`config.mk`:
```
export PLATFORM = sky130hd
export DESIGN_NAME = fproc_meas
export DESIGN_NICKNAME = d
export VERILOG_FILES = /design/src/rtl/fproc_meas.sv
export SDC_FILE = /design/constraint.sdc
export NUM_CORES = 2
export LEC_CHECK = 0
export ABC_CLOCK_PERIOD_IN_PS = 3400
export CORE_MARGIN = 10
export CORE_UTILIZATION = 28
export CTS_CLUSTER_DIAMETER = 200
export DETAILED_ROUTE_END_ITERATION = 10
export GPL_TIMING_DRIVEN = 0
export PLACE_DENSITY = 0.53
export SYNTH_ARGS = -nofsm -noshare
export SYNTH_HDL_FRONTEND = slang
export SYNTH_SLANG_ARGS = --single-unit
```
`constraint.sdc`:
```
create_clock -name clk -period 3.4 [get_ports clk]
set_input_delay 0.51 -clock clk [delete_from_list [all_inputs] [get_ports clk]]
set_output_delay 0.51 -clock clk [all_outputs]
set_load 0.02 [all_outputs]
```
`src/rtl/fproc_meas.sv`:
```
// Measurement-result store with per-core fproc request ports.
// Each core blocks on its requested slot until the slot is valid, or reads the free-running timer.
module fproc_meas #(
  parameter int N_CORES            = 4,
  parameter int FPROC_ID_WIDTH     = 8,
  parameter int FPROC_RESULT_WIDTH = 32,
  parameter int N_MEAS             = 16
) (
  input  logic                                   clk,
  input  logic                                   reset,
  input  logic [N_CORES*FPROC_ID_WIDTH-1:0]      fproc_id,
  input  logic [N_CORES-1:0]                     fproc_enable,
  output logic [N_CORES*FPROC_RESULT_WIDTH-1:0]  fproc_data,
  output logic [N_CORES-1:0]                     fproc_ready,
  input  logic                                   meas_write_en,
  input  logic [$clog2(N_MEAS)-1:0]              meas_write_addr,
  input  logic [FPROC_RESULT_WIDTH-1:0]          meas_write_data,
  input  logic                                   meas_clear
);

  localparam int IW = FPROC_ID_WIDTH;
  localparam int RW = FPROC_RESULT_WIDTH;
  localparam int AW = $clog2(N_MEAS);

  typedef enum logic [1:0] {IDLE, WAIT, RESP} state_t;

  logic [RW-1:0]     timer;
  logic [RW-1:0]     slot_data [N_MEAS];
  logic [N_MEAS-1:0] slot_valid;
  logic [N_MEAS-1:0] wr_hit;
  logic [N_MEAS-1:0] avail;

  always_ff @(posedge clk or negedge reset) begin
    if (!reset) timer <= '0;
    else        timer <= timer + RW'(1);
  end

  // A slot counts as available when written this cycle (bypass) or valid and not being cleared.
  always_comb begin
    wr_hit = '0;
    avail  = '0;
    for (int s = 0; s < N_MEAS; s++) begin
      wr_hit[s] = meas_write_en && (meas_write_addr == AW'(s));
      avail[s]  = wr_hit[s] || (slot_valid[s] && !meas_clear);
    end
  end

  always_ff @(posedge clk or negedge reset) begin
    if (!reset) begin
      slot_valid <= '0;
      for (int s = 0; s < N_MEAS; s++) slot_data[s] <= '0;
    end else begin
      for (int s = 0; s < N_MEAS; s++) begin
        if (wr_hit[s]) begin
          slot_data[s]  <= meas_write_data;
          slot_valid[s] <= 1'b1;
        end else if (meas_clear) begin
          slot_valid[s] <= 1'b0;
        end
      end
    end
  end

  for (genvar i = 0; i < N_CORES; i++) begin : g_core
    state_t        state, state_next;
    logic [IW-1:0] id_in, id_q, id_sel;
    logic [RW-1:0] data_q, load_data, sel_data;
    logic          sel_avail, load;

    assign id_in  = fproc_id[IW*i +: IW];
    assign id_sel = (state == WAIT) ? id_q : id_in;

    always_comb begin
      sel_avail = 1'b0;
      sel_data  = '0;
      for (int s = 0; s < N_MEAS; s++) begin
        if (id_sel == IW'(s)) begin
          sel_avail = avail[s];
          sel_data  = wr_hit[s] ? meas_write_data : slot_data[s];
        end
      end
    end

    always_comb begin
      state_next = state;
      load       = 1'b0;
      load_data  = sel_data;
      case (state)
        IDLE: begin
          if (fproc_enable[i]) begin
            if (id_in >= IW'(N_MEAS)) begin
              state_next = RESP;
              load       = 1'b1;
              load_data  = timer;
            end else if (sel_avail) begin
              state_next = RESP;
              load       = 1'b1;
            end else begin
              state_next = WAIT;
            end
          end
        end
        WAIT: begin
          if (sel_avail) begin
            state_next = RESP;
            load       = 1'b1;
          end
        end
        RESP:    state_next = IDLE;
        default: state_next = IDLE;
      endcase
    end

    always_ff @(posedge clk or negedge reset) begin
      if (!reset) begin
        state  <= IDLE;
        id_q   <= '0;
        data_q <= '0;
      end else begin
        state <= state_next;
        if (state == IDLE && fproc_enable[i]) id_q <= id_in;
        if (load) data_q <= load_data;
      end
    end

    assign fproc_ready[i]             = (state == RESP);
    assign fproc_data[RW*i +: RW]     = data_q;
  end

endmodule

```
==> flow_metrics.tcl <==
set metrics [dict create \
    rsz0062_at_grt "yes" \
    fin_ws_ns -0.412 \
    grt_first_pass_wirelength_um 500000 \
    cp-startpoint "g_core[2].state[1]" \
    finalSetupTns_ns -29.10 \
    synth_edf_count 0 \
    start_kind "flop" \
    cts_root_buf "clkbuf_16" \
    ys_types 96 \
    core_area_sq_um 154000 \
    swShare_pct 37.4 \
    grtUsageMet1_pct 51.7 \
    status "complete, but fails checks" \
    ctsLongestPathBuffers 3 \
    avgSynthCellArea_sq_um 9.30 \
    crit_path_end_kind "flop" \
    p_clk_share_pct 36.1 \
    num_vias 53400 \
    synth_cells 4672 \
    cts_sinks 728 \
    p_leak_nw 28.0 \
    worstPathRequired_ns 4.02 \
    synth_top_area_share_pct 41.9 \
    worst_slew_pin_slew_ns 1.34 \
    max_freq_mhz 262 \
    finalNetCount 5533 \
    grt_busiest_layer "met2" \
    cp_max_fo 7 \
    avgViaCountPerCell 7.02 \
    syn_area_sq_um 43500 \
    numCtsBuffers 94 \
    maxSlewViolCount 0 \
    min_period_ns 3.81 \
    setup_viol 131 \
    p_int_mw 19.9 \
    start_util_pct 28.2 \
    switching_power_mw 11.9 \
    die-area_sq_um 171000 \
    antenna_found_initial 44 \
    synth_fp_nets 4749 \
    portBuffers 203 \
    die_w_um 414 \
    ant_nets 0 \
    p_seq_share_pct 35.2 \
    final_hold_viol_count 0 \
    grt_usage_pct 43.0 \
    ff2ff_setup_slack_ns -0.41 \
    drc_errors 0 \
    finalClockSkew_ns 0.0360 \
    grt-ovfl-total 0 \
    io_pins 208 \
    synth-async-reset-ratio_pct 100 \
    grt_start_max_net_pins 116 \
    hold_path.class "in2async" \
    failed_checks "negative setup slack" \
    yosys_warnings 0 \
    period_share_pct 112 \
    insertion_delay_ns 0.75 \
    ys.flop_type "dfrtp_1" \
    die_y_um 414 \
    r2r_cells 13 \
    grt_pass1_vias 51500 \
    synth_seq_cells 728 \
    dr.pass1.iters 7 \
    fillers 14900 \
    place_hpwl_um 285000 \
    cp-endpoint "g_core[2].data_q[24]" \
    critPathArrivalTime_ns 4.43 \
    yosysTopAreaCell "dfrtp_1" \
    ir_drop_mv 0.380 \
    ys_top_cells_by_area "dfrtp_1 (42%), mux2i_1 (9.2%), o22ai_1 (6.9%)" \
    p_comb_share_pct 28.7 \
    slew_headroom_pct 10.9 \
    path_class "reg2reg" \
    gp_congestion 1.05 \
    use_met2_pct 61.5 \
    routedWlPerCell_um 51.4 \
    routed_wirelength_um 390000 \
    fin_cells 7603 \
    p_per_area_nw_per_um2 479 \
    htree_levels 3 \
    drt_iter0_markers 8773 \
    dp.cells 6973 \
    cts_tree "built" \
    ys_seq_area_share_pct 41.9 \
    drv_cap 0 \
    layout-drive-gt1-share_pct 35.9 \
    std_cell_rows 144 \
    clk_pin_slew_ns 0.06 \
    area_delta_synth_final_pct 52.6 \
    final_util_pct 43.0 \
    rr_endpoint "g_core[2].data_q[24]" \
    r2r_start "g_core[2].state[1]" \
    met3_usage_pct 16.1 \
    hold-worst-slack_ns 0.322 \
]
-- cell usage in the layout, fill, tap and decap left out, types with 35 or more instances in the layout --
cell type | Yosys | routed
a2111oi_4 | 0 | 38
a211oi_1 | 115 | 57
a211oi_2 | 4 | 40
a21oi_1 | 192 | 125
a21oi_2 | 1 | 45
a221o_1 | 63 | 63
a221oi_1 | 77 | 51
a22oi_1 | 125 | 107
buf_12 | 0 | 94
buf_4 | 6 | 348
buf_6 | 3 | 102
buf_8 | 0 | 35
clkbuf_1 | 264 | 77
clkbuf_16 | 0 | 134
clkbuf_2 | 1 | 46
clkbuf_4 | 0 | 42
clkbuf_8 | 0 | 60
clkdlybuf4s50_1 | 0 | 197
dfrtp_1 | 728 | 720
inv_1 | 422 | 419
mux2_2 | 157 | 151
mux2i_1 | 401 | 287
mux2i_2 | 0 | 77
mux2i_4 | 0 | 37
nand2_1 | 203 | 165
nor2_1 | 287 | 234
nor2_4 | 0 | 45
nor3_1 | 116 | 45
nor3_2 | 8 | 40
nor3_4 | 1 | 40
o211ai_1 | 66 | 66
o21ai_0 | 173 | 112
o221ai_1 | 89 | 64
o22ai_1 | 482 | 448
-- metal layers --
layer  vias up  wire, um
met1     27400    142000
met3      1620     50300
met2      4842    158000
li1      19500         -
met5         -       347
met4        20     39900
-- per-stage QoR --
stage          cell area [sq um]  worst slack, ns  power (mW)
4_1_cts                    64300           -0.293        31.1
5_1_grt                    66300           -0.389        32.4
3_5_place_dp               49000            -4.15        18.4
3_3_place_gp               48100           -34.85        18.4
2_1_floorplan              43500            0.167        14.7
6_report                   66300           -0.412        31.8
-- layout make-up --
type	instances	area, sq um	share of cell area (%)
sequential	728	18200	27.5
buffer	372	4060	6.12
antenna	26	65.1	0.0981
timing repair buffer	698	7490	11.3
inverter	425	1630	2.46
multi-input combinational	3137	28900	43.6
tap	2044	2560	3.86
clock inverter	49	676	1.02
clock buffer	124	2700	4.07
-- how the worst min path moves through the flow --
stage                              start                   end  slack, ns
floorplan                          reset   g_core[0].data_q[0]       0.21
global placement    g_core[3].data_q[10]  g_core[3].data_q[10]       0.47
detailed placement   g_core[3].data_q[9]   g_core[3].data_q[9]       0.48
CTS                          fproc_id[3]     g_core[0].id_q[3]       0.31
global route                 fproc_id[3]     g_core[0].id_q[3]       0.36
finish                             reset  g_core[3].data_q[27]       0.32
-- power by group through the flow --
stage / registers, mW / logic (mW) / clock network, mW
final: 11.2 / 9.14 / 11.5
after global routing: 11.3 / 9.33 / 11.7
after CTS: 11.1 / 8.59 / 11.4
after detailed placement: 11.1 / 7.22 / 0
after global placement: 11.3 / 7.15 / 0
after floorplan: 11.2 / 3.52 / 0
-- cell families (layout without fill, tap and decap cells) --
logic type      count (synthesis)  count (layout)  synth area share (%)
xor+xnor                       30              30                 0.604
compound gates               1674            1674                  27.1
mux                           559             559                  13.3
simple gates                  873             873                  9.73
flops                         728             728                  41.9
fa+ha+maj                       1               1                0.0288
buf+inv                       807            1668                  7.28
other cells                     0              26                     0
-- cells in the mapped netlist (all sizes together), types with 8 or more instances --
cell / count
nand4: 18
nor3: 125
a22oi: 125
a211o: 20
a221o: 63
a31oi: 25
o2111ai: 41
a2111oi: 65
a211oi: 122
buf: 117
mux2: 158
or3: 16
o22ai: 482
a21oi: 193
and2: 8
nor2: 289
mux2i: 401
inv: 425
and3: 17
clkbuf: 265
xnor2: 24
a221oi: 77
dfrtp: 728
o221a: 15
or4: 23
nor4: 54
a222oi: 13
o21ai: 189
nor2b: 13
o31ai: 20
nand3: 52
nand2: 203
nand2b: 12
o211ai: 68
o221ai: 89
-- critical path: stages, from the launching register on --
cell and delay (ns):
dfrtp_2 0.53, nor2b_2 0.18, buf_6 0.14, mux2_4 0.37
buf_12 0.16, o211ai_1 0.16, buf_6 0.25, buf_12 0.20
o22ai_4 0.09, a2111oi_4 0.65, a21oi_2 0.20, a2111oi_4 0.34
nor3_2 0.11, a221o_1 0.28
-- sequential cells by signal, summed over array words and instances, names as in the netlist --
name and flops:
slot_data 512, g_core.data_q 128, timer 32, g_core.id_q 32
slot_valid 16, g_core.state 8
-- what timing repair did --
item	in CTS	in global routing
cloned	21	5
hold buffers	1	0
endpoints found under the setup margin	375	131
pin swaps	286	145
endpoints found under the hold margin	76	0
setup buffers	328	90
gates resized for setup	2022	267
(Power assumes the default switching activity.)
